===== config.mk =====
export PLATFORM = sky130hd
export DESIGN_NAME = div_iter_unit
export DESIGN_NICKNAME = d
export VERILOG_FILES = /design/src/rtl/div_iter_unit.sv
export SDC_FILE = /design/constraint.sdc
export NUM_CORES = 1
export LEC_CHECK = 0
export CORE_ASPECT_RATIO = 0.5
export CORE_UTILIZATION = 58
export DETAILED_ROUTE_END_ITERATION = 8
export PLACE_DENSITY = 0.85
export RECOVER_POWER = 100
export SLEW_MARGIN = 20
export SYNTH_ARGS = -nofsm -noshare
export SYNTH_HDL_FRONTEND = slang
export SYNTH_SLANG_ARGS = --single-unit

===== constraint.sdc =====
create_clock -name clk -period 5.7 [get_ports clk]
set_input_delay 1.14 -clock clk [delete_from_list [all_inputs] [get_ports clk]]
set_output_delay 1.14 -clock clk [all_outputs]
set_load 0.01 [all_outputs]

===== src/rtl/div_iter_unit.sv =====
// Radix-2 restoring divider for DIV/DIVU, one quotient bit per cycle.
// Optional divide-by-zero flag output: define DIV_ZERO_FLAG_EN.
module div_iter_unit #(
  parameter int DATA_W = 32,
  parameter int CNT_W  = 6
) (
  input  logic                clk,
  input  logic                rst,
  input  logic                signed_div_i,
  input  logic [DATA_W-1:0]   opdata1_i,
  input  logic [DATA_W-1:0]   opdata2_i,
  input  logic                start_i,
  input  logic                annul_i,
  output logic [2*DATA_W-1:0] result_o,
  output logic                ready_o
`ifdef DIV_ZERO_FLAG_EN
  ,
  output logic                divzero_o
`endif
);

  typedef enum logic [1:0] {
    S_FREE, S_DIVZERO, S_ON, S_END
  } state_t;

  state_t              state_q, state_d;
  logic [CNT_W-1:0]    cnt_q, cnt_d;
  logic [2*DATA_W-1:0] work_q, work_d;
  logic [DATA_W-1:0]   dvsr_q, dvsr_d;
  logic                qneg_q, qneg_d;
  logic                rneg_q, rneg_d;
  logic [2*DATA_W-1:0] result_q, result_d;
  logic                ready_q, ready_d;
`ifdef DIV_ZERO_FLAG_EN
  logic                divz_q, divz_d;
`endif

  logic              s1, s2;
  logic [DATA_W-1:0] abs1, abs2;
  logic [DATA_W:0]   rem_sh, trial;
  logic              ge;
  logic [DATA_W-1:0] rem_nx, quot_nx;
  logic [DATA_W-1:0] rem_fix, quot_fix;

  always_comb begin
    s1   = signed_div_i & opdata1_i[DATA_W-1];
    s2   = signed_div_i & opdata2_i[DATA_W-1];
    abs1 = s1 ? -opdata1_i : opdata1_i;
    abs2 = s2 ? -opdata2_i : opdata2_i;
    // Shifted-out MSB is kept so the trial never loses a carry.
    rem_sh  = work_q[2*DATA_W-1:DATA_W-1];
    trial   = rem_sh - {1'b0, dvsr_q};
    ge      = rem_sh >= {1'b0, dvsr_q};
    rem_nx  = ge ? trial[DATA_W-1:0] : rem_sh[DATA_W-1:0];
    quot_nx = {work_q[DATA_W-2:0], ge};
    quot_fix = qneg_q ? -quot_nx : quot_nx;
    rem_fix  = rneg_q ? -rem_nx : rem_nx;
  end

  always_comb begin
    state_d  = state_q;
    cnt_d    = cnt_q;
    work_d   = work_q;
    dvsr_d   = dvsr_q;
    qneg_d   = qneg_q;
    rneg_d   = rneg_q;
    result_d = result_q;
    ready_d  = ready_q;
`ifdef DIV_ZERO_FLAG_EN
    divz_d   = divz_q;
`endif
    unique case (state_q)
      S_FREE: begin
        if (start_i && !annul_i) begin
          if (opdata2_i == '0) begin
            state_d = S_DIVZERO;
          end else begin
            state_d = S_ON;
            cnt_d   = '0;
            dvsr_d  = abs2;
            work_d  = {{DATA_W{1'b0}}, abs1};
            qneg_d  = s1 ^ s2;
            rneg_d  = s1;
          end
        end
      end
      S_DIVZERO: begin
        state_d  = S_END;
        result_d = '0;
        ready_d  = 1'b1;
`ifdef DIV_ZERO_FLAG_EN
        divz_d   = 1'b1;
`endif
      end
      S_ON: begin
        if (annul_i) begin
          state_d = S_FREE;
          cnt_d   = '0;
        end else begin
          work_d = {rem_nx, quot_nx};
          cnt_d  = cnt_q + 1'b1;
          // Final iteration also applies the sign fix.
          if (cnt_q == CNT_W'(DATA_W - 1)) begin
            state_d  = S_END;
            result_d = {rem_fix, quot_fix};
            ready_d  = 1'b1;
          end
        end
      end
      S_END: begin
        if (!start_i) begin
          state_d  = S_FREE;
          result_d = '0;
          ready_d  = 1'b0;
`ifdef DIV_ZERO_FLAG_EN
          divz_d   = 1'b0;
`endif
        end
      end
      default: state_d = S_FREE;
    endcase
  end

  always_ff @(posedge clk) begin
    if (rst) begin
      state_q  <= S_FREE;
      cnt_q    <= '0;
      work_q   <= '0;
      dvsr_q   <= '0;
      qneg_q   <= 1'b0;
      rneg_q   <= 1'b0;
      result_q <= '0;
      ready_q  <= 1'b0;
`ifdef DIV_ZERO_FLAG_EN
      divz_q   <= 1'b0;
`endif
    end else begin
      state_q  <= state_d;
      cnt_q    <= cnt_d;
      work_q   <= work_d;
      dvsr_q   <= dvsr_d;
      qneg_q   <= qneg_d;
      rneg_q   <= rneg_d;
      result_q <= result_d;
      ready_q  <= ready_d;
`ifdef DIV_ZERO_FLAG_EN
      divz_q   <= divz_d;
`endif
    end
  end

  assign result_o  = result_q;
  assign ready_o   = ready_q;
`ifdef DIV_ZERO_FLAG_EN
  assign divzero_o = divz_q;
`endif

endmodule

==> summary.txt <==
buffers added on ports -> 133
net switching power -> 1080 uW
Worst EP required -> 6.01 ns
Synth top cells by count -> nor2_1, dfxtp_1, nand2_1
synth top area cells -> dfxtp_1, nor2_1, xnor2_1
crit path capture -> work_q[6]
Period Utilization, post-route -> 91.5%
Worst Tran Pin Value -> 1.27 ns
drt drc -> 0
Reg2Reg Launch Point -> dvsr_q[19]
Final setup viols -> 0
Pwr Density -> 244 mW/mm2
Yosys reg bits -> 171
Seq pwr share -> 37.5%
hold-fix buffers at CTS -> 0
top-count cell post-synth -> nor2_1
number of synthesized flops with an enable pin -> 0
clock share of power -> 37.9%
Switching Fraction -> 32.0%
fin crit period -> 5.22 ns
I/O pin count -> 134
Fin Clk Skew -> 0.00849 ns
Max Cap Viol -> 0
Static Leakage -> 0.00548 uW
routability cong. -> 1.02
Synth top area share -> 28.8%
TNS Setup -> 0 ns
highest clock rate -> 192 MHz
max-slew headroom at the worst pin -> 15.3%
clk_lat worst skew -> 0.45 ns
vias -> 12400
vias in the first global route -> 11100
DIE AREA -> 0.0211 mm2
status -> complete, no violations
final wirelength -> 35.5 mm
Worst path max stage delay -> 0.68 ns
Hold Path Class -> register to register
Buf+Inv Stages, Crit Path -> 3
Starting Density -> 60.2%
Die Ht -> 103 um
CP max FO -> 36
initial antenna violation count -> 0
antenna-violating nets left -> 0
fillcell total -> 1645
Mean Syn Cell Area -> 7.34 um2
Initial DRC Count -> 1069
synth warn -> 0
syn nets -> 1729
Synth area leader -> dfxtp_1
Setup Crit Path Kind -> input pin to register
GRT Total Usage -> 33.5%
final max-slew violation count -> 0
unrepaired setup endpoints after global routing -> false
final net count -> 1787
Clock transition at path regs -> 0.07 ns
largest net degree at the start of global routing -> 83
Power, Total -> 3390 uW
worst path arrival time -> 5.52 ns
Reg2Reg Capture Point -> result_o[52]
sequential share of the synthesized area -> 28.8%
CTS Buf Count -> 17
Final Hold Fails -> 0
clk sinks -> 171
Yosys cell types -> 77
first-pass GRT wire length -> 56.2 mm
diode count -> 0
Clock Path Buffers -> 2
Crit path top cell by count -> nor2_1
CP Cell Sequence -> dlygate4sd3_1, nor4_1, clkbuf_1, and3_1, nand4_1, or2_0, nor3_1, nor2_1, o21ai_0, a21o_2, buf_4, a211oi_1, a21oi_1, nor2_1
post-synthesis cell count -> 1622
row count -> 36
dominant synthesized flop cell -> dfxtp_1
H-tree depth -> 4
CP top delay family -> simple AND/OR/NAND/NOR gates
root buffer cell -> clkbuf_16
mapped cell area -> 0.0119 mm2
drt pass-1 iters -> 5
Post CTS Setup Buffer Count -> 0
CTS tree -> done
Post-CTS Resized -> 0
die width -> 205 um
Worst Reg-to-Reg Cells -> 16
Syn-to-layout area delta -> 16.6%
Worst Hold Path Cells -> 2
Setup crit end kind -> register
dpl hpwl -> 26.3 mm
reg-to-reg slack, setup -> 0.73 ns
CORE AREA -> 0.0198 mm2
Post-synth ARST share -> 0%
layout cells sized above 1 -> 4.02%
maximum vdd ir drop -> 0.000206 V
Startpoint Class -> input pin
power share of the combinational group -> 24.7%
Internal Dissipation -> 2310 uW
critical path launch point -> opdata2_i[2]
grt total ovfl -> 0
WP depth -> 14
Vias/cell -> 6.31
CP max-delay cell -> o21ai_0
WL/cell -> 18.1 um
==> how the worst min path moves through the flow <==
stage	endpoint	from	slack (ns)
global placement	result_o[63]	result_o[63]	0.43
finish	result_o[58]	result_o[58]	0.45
floorplan	dvsr_q[31]	dvsr_q[31]	0.43
global route	result_o[62]	result_o[62]	0.48
detailed placement	result_o[53]	result_o[53]	0.45
CTS	result_o[29]	result_o[29]	0.46
==> kinds of logic (layout without fill, tap and decap cells) <==
family | after synthesis | after routing | synth area share (%)
AND/OR/NAND/NOR | 623 | 623 | 24.0
AO/OA/AOI/OAI | 478 | 478 | 26.6
multiplexers | 13 | 13 | 1.11
XOR/XNOR | 136 | 136 | 10.0
flip-flops | 171 | 171 | 28.8
buffers and inverters | 163 | 234 | 5.48
adder cells (fa/ha/maj) | 38 | 38 | 4.06
==> registers in the layout, indices dropped and copies added (netlist names) <==
name and flops:
result_o 64, work_q 64, state_q 2, qneg_q 1, rneg_q 1, dvsr_q 32
cnt_q 6, ready_o 1
==> layout by cell type, fill, tap and decap left out, types with 8 or more instances in the layout <==
master,count
o31ai_1,21
and2_1,9
a211oi_1,73
dfxtp_1,171
xor2_1,59
or4_1,18
nand2b_1,13
nor3_1,37
buf_4,8
dlygate4sd3_1,67
mux2i_1,11
a22oi_1,69
a31oi_1,13
o211ai_1,9
clkdlybuf4s50_1,65
or3_1,14
and3_1,12
ha_1,37
o41ai_1,14
nand3_1,31
a21oi_1,117
nor4_1,20
nand2_1,158
a21o_1,13
nor2_1,259
nand4_1,14
o21ai_0,88
inv_1,54
clkbuf_16,17
xnor2_1,77
==> per-layer routing <==
layer	vias up	track usage (%)	share of wire, %
li1	5947	-	-
met1	5841	42.5	44
met3	86	7.89	7.3
met4	0	12.5	2.7
met2	489	56.0	46
met5	-	0	0
==> power groups by stage <==
stage	combinational [uW]	sequential, uW	clock [uW]
detailed placement	818	1300	0
global route	917	1270	1350
finish	836	1270	1280
floorplan	589	1280	0
CTS	824	1270	1290
global placement	802	1290	0
==> stage by stage <==
stage                     instances  cell area (um2)  setup slack [ns]  hold slack, ns  utilization (%)
after floorplan                1622            11900             0.849           0.432                -
after global placement         1927            13300             0.791           0.434             67.0
after detailed placement       1927            13300             0.561           0.448             67.0
after CTS                      1959            13900             0.872           0.459             70.3
after global routing           1959            13900             0.250           0.477             70.2
final                          1959            13900             0.484           0.453             70.2
==> worst reg2reg max path: cells and delay by family, from the launching register on <==
family	cells	cell delay, ns
muxes	1	0.37
and+or+nand+nor	5	1.36
DFF	1	0.33
adders and majority gates	2	0.86
buffers and inverters	3	0.62
xor gates and xnor gates	1	0.17
AOI/OAI and AO/OA	4	1.14
==> final cells by class <==
type	count	area, um2	share of cell area, %
Sequential cell	171	3420	24.7
Inverter	55	209	1.51
Clock inverter	13	190	1.37
Timing Repair Buffer	147	1430	10.3
Multi-Input combinational cell	1288	7840	56.5
Tap cell	266	333	2.40
Clock buffer	19	453	3.26
Power figures use the tool's default switching activity.
